`src/rtl/swp_pkg.sv`:
```
// Shared types and lane helpers for the SWP/SWPB bus sequencer.
//   swp_state_e  : sequencer states
//   BE_ALL       : full-word byte enable
//   swp_be       : write byte enables for a word or byte swap
//   swp_rd_align : read data alignment (word rotate, or byte zero-extend)
package swp_pkg;

  typedef enum logic [1:0] {
    StIdle,
    StRd,
    StWr,
    StDone
  } swp_state_e;

  localparam logic [3:0] BE_ALL = 4'hF;

  function automatic logic [3:0] swp_be(input logic is_byte, input logic [1:0] a);
    logic [3:0] one_hot;
    one_hot = 4'b0001 << a;
    return is_byte ? one_hot : BE_ALL;
  endfunction

  // Rotating right by 8*a also moves the addressed byte down to [7:0].
  function automatic logic [31:0] swp_rd_align(input logic is_byte, input logic [1:0] a,
                                              input logic [31:0] d);
    logic [63:0] dd;
    logic [31:0] rot;
    dd  = {d, d} >> {a, 3'b000};
    rot = dd[31:0];
    return is_byte ? {24'h0, rot[7:0]} : rot;
  endfunction

endpackage

```
`src/rtl/swp_lane_align.sv`:
```
// Combinational lane steering for a swap.
//   is_byte    in  : 1 = SWPB, 0 = SWP
//   lane       in  : addr[1:0]
//   bus_rdata  in  : raw word from the bus
//   core_wdata in  : store value from the core
//   be         out : write byte enables
//   wdata      out : bus write data (byte replicated for SWPB)
//   rdata      out : aligned read data for the core
module swp_lane_align
  import swp_pkg::*;
(
  input  logic        is_byte,
  input  logic [1:0]  lane,
  input  logic [31:0] bus_rdata,
  input  logic [31:0] core_wdata,
  output logic [3:0]  be,
  output logic [31:0] wdata,
  output logic [31:0] rdata
);

  always_comb begin
    be    = swp_be(is_byte, lane);
    wdata = is_byte ? {4{core_wdata[7:0]}} : core_wdata;
    rdata = swp_rd_align(is_byte, lane, bus_rdata);
  end

endmodule

```
`src/rtl/swp_bus_seq.sv`:
```
// SWP/SWPB data-bus sequencer: locked read then locked write, old value returned to the core.
//   clk, rst (sync, active-high)
//   i_swp_vld/byte/addr/wdata : swap request from execute (sampled in idle only)
//   o_swp_busy/done/err/rdata : stall, completion pulse, error, old memory value
//   o_bus_*                   : registered bus request (req, we, lock, addr, be, wdata)
//   i_bus_ack/err/rdata       : bus response
module swp_bus_seq
  import swp_pkg::*;
#(
  parameter int unsigned AW = 32,
  parameter int unsigned DW = 32
) (
  input  logic          clk,
  input  logic          rst,
  input  logic          i_swp_vld,
  input  logic          i_swp_byte,
  input  logic [AW-1:0] i_swp_addr,
  input  logic [DW-1:0] i_swp_wdata,
  output logic          o_swp_busy,
  output logic          o_swp_done,
  output logic          o_swp_err,
  output logic [DW-1:0] o_swp_rdata,
  output logic          o_bus_req,
  output logic          o_bus_we,
  output logic          o_bus_lock,
  output logic [AW-1:0] o_bus_addr,
  output logic [3:0]    o_bus_be,
  output logic [DW-1:0] o_bus_wdata,
  input  logic          i_bus_ack,
  input  logic          i_bus_err,
  input  logic [DW-1:0] i_bus_rdata
);

  swp_state_e    state_q, state_d;
  logic [AW-1:0] addr_q, addr_d;
  logic          byte_q, byte_d;
  logic [DW-1:0] wdata_q, wdata_d;
  logic          req_q, req_d;
  logic          we_q, we_d;
  logic [3:0]    be_q, be_d;
  logic [DW-1:0] bus_wdata_q, bus_wdata_d;
  logic          err_q, err_d;
  logic [DW-1:0] rdata_q, rdata_d;

  logic [3:0]    lane_be;
  logic [31:0]   lane_wdata;
  logic [31:0]   lane_rdata;

  swp_lane_align u_lane (
    .is_byte    (byte_q),
    .lane       (addr_q[1:0]),
    .bus_rdata  (i_bus_rdata),
    .core_wdata (wdata_q),
    .be         (lane_be),
    .wdata      (lane_wdata),
    .rdata      (lane_rdata)
  );

  always_comb begin
    state_d     = state_q;
    addr_d      = addr_q;
    byte_d      = byte_q;
    wdata_d     = wdata_q;
    err_d       = err_q;
    rdata_d     = rdata_q;
    bus_wdata_d = bus_wdata_q;

    unique case (state_q)
      StIdle: begin
        if (i_swp_vld) begin
          state_d = StRd;
          addr_d  = i_swp_addr;
          byte_d  = i_swp_byte;
          wdata_d = i_swp_wdata;
          err_d   = 1'b0;
        end
      end
      StRd: begin
        if (i_bus_ack) begin
          if (i_bus_err) begin
            state_d = StDone;
            err_d   = 1'b1;
            rdata_d = '0;
          end else begin
            state_d     = StWr;
            rdata_d     = lane_rdata;
            bus_wdata_d = lane_wdata;
          end
        end
      end
      StWr: begin
        if (i_bus_ack) begin
          state_d = StDone;
          err_d   = i_bus_err;
          if (i_bus_err) rdata_d = '0;
        end
      end
      StDone: state_d = StIdle;
      default: state_d = StIdle;
    endcase

    // Bus controls follow the next state so they are registered yet line up with it;
    // lock therefore has no gap across the RD->WR hand-over.
    req_d = (state_d == StRd) || (state_d == StWr);
    we_d  = (state_d == StWr);
    if (state_d == StRd)      be_d = BE_ALL;
    else if (state_d == StWr) be_d = lane_be;
    else                      be_d = 4'h0;
  end

  always_ff @(posedge clk) begin
    if (rst) begin
      state_q     <= StIdle;
      addr_q      <= '0;
      byte_q      <= 1'b0;
      wdata_q     <= '0;
      req_q       <= 1'b0;
      we_q        <= 1'b0;
      be_q        <= 4'h0;
      bus_wdata_q <= '0;
      err_q       <= 1'b0;
      rdata_q     <= '0;
    end else begin
      state_q     <= state_d;
      addr_q      <= addr_d;
      byte_q      <= byte_d;
      wdata_q     <= wdata_d;
      req_q       <= req_d;
      we_q        <= we_d;
      be_q        <= be_d;
      bus_wdata_q <= bus_wdata_d;
      err_q       <= err_d;
      rdata_q     <= rdata_d;
    end
  end

  assign o_bus_req   = req_q;
  assign o_bus_we    = we_q;
  assign o_bus_lock  = req_q;
  assign o_bus_addr  = {addr_q[AW-1:2], 2'b00};
  assign o_bus_be    = be_q;
  assign o_bus_wdata = bus_wdata_q;
  assign o_swp_done  = (state_q == StDone);
  assign o_swp_err   = err_q;
  assign o_swp_rdata = rdata_q;
  // Combinational so the core stalls in the same cycle it raises the request.
  assign o_swp_busy  = (state_q == StRd) || (state_q == StWr) ||
                       ((state_q == StIdle) && i_swp_vld);

endmodule

```
`config.mk`:
```
export PLATFORM = sky130hd
export DESIGN_NAME = swp_bus_seq
export DESIGN_NICKNAME = d
export VERILOG_FILES = /design/src/rtl/swp_pkg.sv /design/src/rtl/swp_lane_align.sv /design/src/rtl/swp_bus_seq.sv
export SDC_FILE = /design/constraint.sdc
export NUM_CORES = 1
export LEC_CHECK = 0
export CORE_UTILIZATION = 50
export CTS_CLUSTER_SIZE = 30
export DETAILED_ROUTE_END_ITERATION = 7
export PLACE_DENSITY = 0.87
export SLEW_MARGIN = 20
export SYNTH_ARGS = -nofsm -noshare
export SYNTH_HDL_FRONTEND = slang
export SYNTH_SLANG_ARGS = --single-unit
```
`constraint.sdc`:
```
create_clock -name clk -period 5.2 [get_ports clk]
set_clock_uncertainty 0.2 [all_clocks]
set_input_delay 1.56 -clock clk [delete_from_list [all_inputs] [get_ports clk]]
set_output_delay 1.56 -clock clk [all_outputs]
set_load 0.1 [all_outputs]
```
# Word-level counts from Yosys, hierarchy flattened
# Cells that the tools add are included.
# totals
ff_bits	138
out_inout_bits	106
in_bits	102
# classes
n_reduce_logical	11
shift	2
mux	20
bitwise_logic	1
n_eq_ne	10
# ops
cell	n
2-to-1 mux 32 bit	6
case mux 32 bit (2 select lines)	1
right shift 64 x 5 -> 32 bit	1
2-to-1 mux 4 bit	3
inequality test 2 bit (second input constant)	5
case mux 2 bit (4 select lines)	1
equality test 2 bit (second input constant)	3
2-to-1 mux 2 bit	3
2-to-1 mux 1 bit	5
AND reduction 5 bit	1
equality test 2 x 1 -> 1 bit (second input constant)	2
AND reduction 4 bit	1
<< shifter 1 x 2 -> 4 bit (first input constant)	1
logical OR 1 bit	3
case mux 1 bit (3 select lines)	1
AND reduction 3 bit	1
nonzero test 3 bit	1
logical NOT 2 bit	1
AND reduction 2 bit	1
nonzero test 2 bit	1
logical AND 1 bit	1
inverter 1 bit	1

# Logic depth before layout (Yosys ltp)
# depth
depth_word	6
mapped_depth	8

# By module
# A second synthesis with hierarchy kept.
# unflattened
hier_cells	811
hier_area_um2	6388.6
# modules_own_cells
module	cells_each	area_per_inst_um2	seq_area_each_um2	instances
swp_bus_seq	657	5276.3	2762.6	1
swp_lane_align	154	1112.3	0.0	1

# Worst setup path after synthesis
# OpenSTA, ideal clock, no wires.
# synth_timing
path_type	input port to output port
start	in i_swp_vld
end	out o_swp_busy
n_path_buf	1
cell_stages	3
required_time_ns	3.440
arrival_time_ns	2.484
setup_slack_ns	0.956
cell_sequence	nand2_1 -> buf_2 -> nand2b_1
# synth_via
elab_chain_cells	2
# synth_rtl
item	line	text
from (decl)	swp_bus_seq.sv:15	input logic i_swp_vld,
logical AND 1 bit	swp_bus_seq.sv:148	((state_q == StIdle) && i_swp_vld);
logical OR 1 bit	swp_bus_seq.sv:147	assign o_swp_busy = (state_q == StRd) || (state_q == StWr) ||
to (decl)	swp_bus_seq.sv:19	output logic o_swp_busy,
# Every way passes these cells.

# Worst setup path after layout
# Same ends and word-level chain as after synthesis.

==> metrics.yaml <==
floorplanning:
  io_pins: 208
  dieArea_um2: 13000
  row_count: 40
  die_w_um: 114
  core_region_area_um2: 12100
  die_height_um: 114
  initial_utilization_pct: 51.8
sta:
  slew_headroom_pct: 30.6
  timing.final.hold_violations: 0
  period_share_pct: 81.9
  final-max-slew-violation-count: 0
  period_needed_ns: 4.26
  setup_violators_final: 0
  fmaxAchievable_mhz: 235
  setup_tns_ns: 0
  max_slew.worst_pin.slew_ns: 1.04
  rsz0062_at_grt: "false"
route:
  dr_total_vias: 5266
  drt.antenna.violating_nets: 0
  postRouteWirelength_um: 16400
  detailedRoute.firstIterationViolations: 318
  drt-pass1-iter-count: 4
  drt_drc_violations_left: 0
  avgViaCountPerCell: 5.38
  wire_per_inst_um: 16.7
clock_network:
  cts.reportedPaths.clkPinSlew_ns: 0.05
  htree_levels: 4
  tritoncts: "yes"
  total_clock_sinks: 138
  post-cts-setup-buffers: 0
  cts-root-buf: "clkbuf_16"
  cts_max_path_bufs: 2
  cts.hold.buffers_added: 0
  worstSkewPairLatency_ns: 0.41
  ctsResizeCount: 0
  cts-buffers-inserted: 17
worst_setup_path:
  worstPathMaxFanout: 5
  worst_path_largest_cell_delay_ns: 0.55
  critPathCaptureType: "primary output"
  crit_chain: "clkdlybuf4s50_1 > nand2_2 > nand2b_1 > buf_12"
  criticalPathCategory: "input pin to primary output"
  crit_path_start_kind: "input pin"
  timing.critical_path.required_ns: 3.44
  critical_path_arrival_ns: 2.50
  cpMaxStageDelayCell: "clkdlybuf4s50_1"
synthesis:
  synth_top_cell_by_area: "dfxtp_1"
  yosys_register_bits: 138
  postSynthCellCount: 649
  post-synth-top-count-cell: "nand2_1"
  synth.yosys.warnings: 0
  post-synth-top-area-fraction_pct: 44.0
  synth_sequential_area_ratio_pct: 44.0
  async_reset_ff_share_pct: 0
  synth.area.top_cells: "dfxtp_1 44%, mux4_2 9.0%, nand2_1 9.0%, a21oi_1 6.3%, buf_4 5.0%"
  syn-mean-instance-area_um2: 9.67
  yosys_most_used_dff: "dfxtp_1"
  post_synth_most_frequent_cells: "150 x nand2_1, 138 x dfxtp_1, 79 x a21oi_1, 42 x buf_4"
  synth-edff-count: 0
  synthesis.area_um2: 6270
  yosysUniqueCellTypes: 42
hold_path:
  min_path_type: "register to register"
global_route:
  grt_pass1_vias: 5232
  grt_overflow_total: 0
  number_of_antenna_violations_at_the_first_check_in_global_routing: 0
  track_usage_pct: 25.4
  grt_max_degree: 108
  wire_length_of_the_first_global_routing_pass_um: 25600
power:
  leakage_uw: 0.00309
  vdd_ir_drop_max_uv: 346
  cellPowerDensity_nw_per_um2: 507
layout:
  diodes: 0
  filler_cell_count: 913
  area_of_combinational_cells_with_multiple_inputs_um2: 2910
  flow.area_growth_from_synthesis_pct: 37.7
  finalNonFillerCells: 979
  seq_area_um2: 2760
  drive_gt1_share_pct: 10.2
  nNetsFinal: 909
status:
  run_status: "finished clean"
place:
  gpl.final_weighted_congestion: 0.862
  dp_cells: 947
  detailedPlacementHpwl_um: 11200
  port-buffer-count: 205
job:
  timing.max_cap.violations: 0
==> critical path: cells and delay by family <==
family / cells / cell delay, ns
buffers and inverters: 2 / 0.73
AND/OR/NAND/NOR: 2 / 0.20
==> state kept, by name, summed over array words and instances, names as in the netlist <==
register / flops
o_swp_err: 1
wdata_q: 32
o_bus_we: 1
state_q: 2
o_bus_be: 4
o_bus_lock: 1
o_swp_rdata: 32
addr_q: 32
byte_q: 1
o_bus_wdata: 32
==> layer usage <==
metal  share of wire, %  routed length [um]  vias to the layer above  global-route usage [%]
met3                8.0                1320                       32                    7.60
met5                  0                   0                        -                       0
li1                   -                   -                     2520                       -
met2                 50                8130                      222                    43.5
met1                 40                6470                     2492                    29.3
met4                2.7                 439                        0                    11.2
==> worst paths after layout <==
check	from	endpoint	slack (ns)	cells past startpoint
setup / recovery	i_swp_vld	o_swp_busy	0.94	4
hold / removal	addr_q[22]$_SDFFE_PP0P_	addr_q[22]$_SDFFE_PP0P_	0.25	2
setup reg to reg	state_q[1]$_SDFF_PP0_	o_bus_wdata[17]$_SDFFE_PP0P_	2.75	5
hold reg to reg	addr_q[22]$_SDFFE_PP0P_	addr_q[22]$_SDFFE_PP0P_	0.25	2
==> layout by cell type (no fill, tap or decap), types with 3 or more instances in the layout <==
master,instances
a211oi_1,17
a211oi_2,8
a21oi_1,79
a22o_1,22
buf_4,6
clkbuf_16,17
clkbuf_8,4
clkdlybuf4s50_1,203
clkinvlp_4,4
dfxtp_1,137
ha_1,9
inv_1,13
mux2i_1,30
mux4_1,3
mux4_2,25
nand2_1,149
nand2b_1,5
nor2_1,30
nor2b_1,5
o21ai_0,4
o2bb2ai_1,9
==> cells by family after synthesis <==
family | after synthesis | share of synthesized area (%)
simple gates | 199 | 12.9
compound gates | 148 | 16.2
flops | 138 | 44.0
buf+inv | 95 | 9.77
mux | 59 | 15.2
fa+ha+maj | 9 | 1.80
other cells | 1 | 0.0598
==> cell type report <==
type	count	area share, %
Multi-Input combinational cell	417	33.6
Sequential cell	138	32.0
Timing Repair Buffer	211	24.4
Clock buffer	23	5.65
Tap cell	168	2.43
Clock inverter	9	1.30
Inverter	13	0.565
==> stage by stage <==
step | hold WS (ns) | power [uW] | instance area [um^2] | utilization [%] | setup WS [ns]
after floorplan | 0.236 | 2800 | 6280 | - | 0.956
after global placement | 0.242 | 3150 | 8030 | 66.3 | 0.974
after detailed placement | 0.247 | 3190 | 8030 | 66.3 | 0.945
after CTS | 0.255 | 4400 | 8630 | 71.3 | 0.944
after global routing | 0.272 | 4560 | 8640 | 71.3 | 0.924
final | 0.253 | 4380 | 8640 | 71.3 | 0.942
==> power breakdown <==
group	switching (uW)	leakage, uW	internal (uW)
Sequential	114	0.00113	1210
Combinational	1310	0.00168	538
Clock	453	0.000282	758
Power figures use the tool's default switching activity.
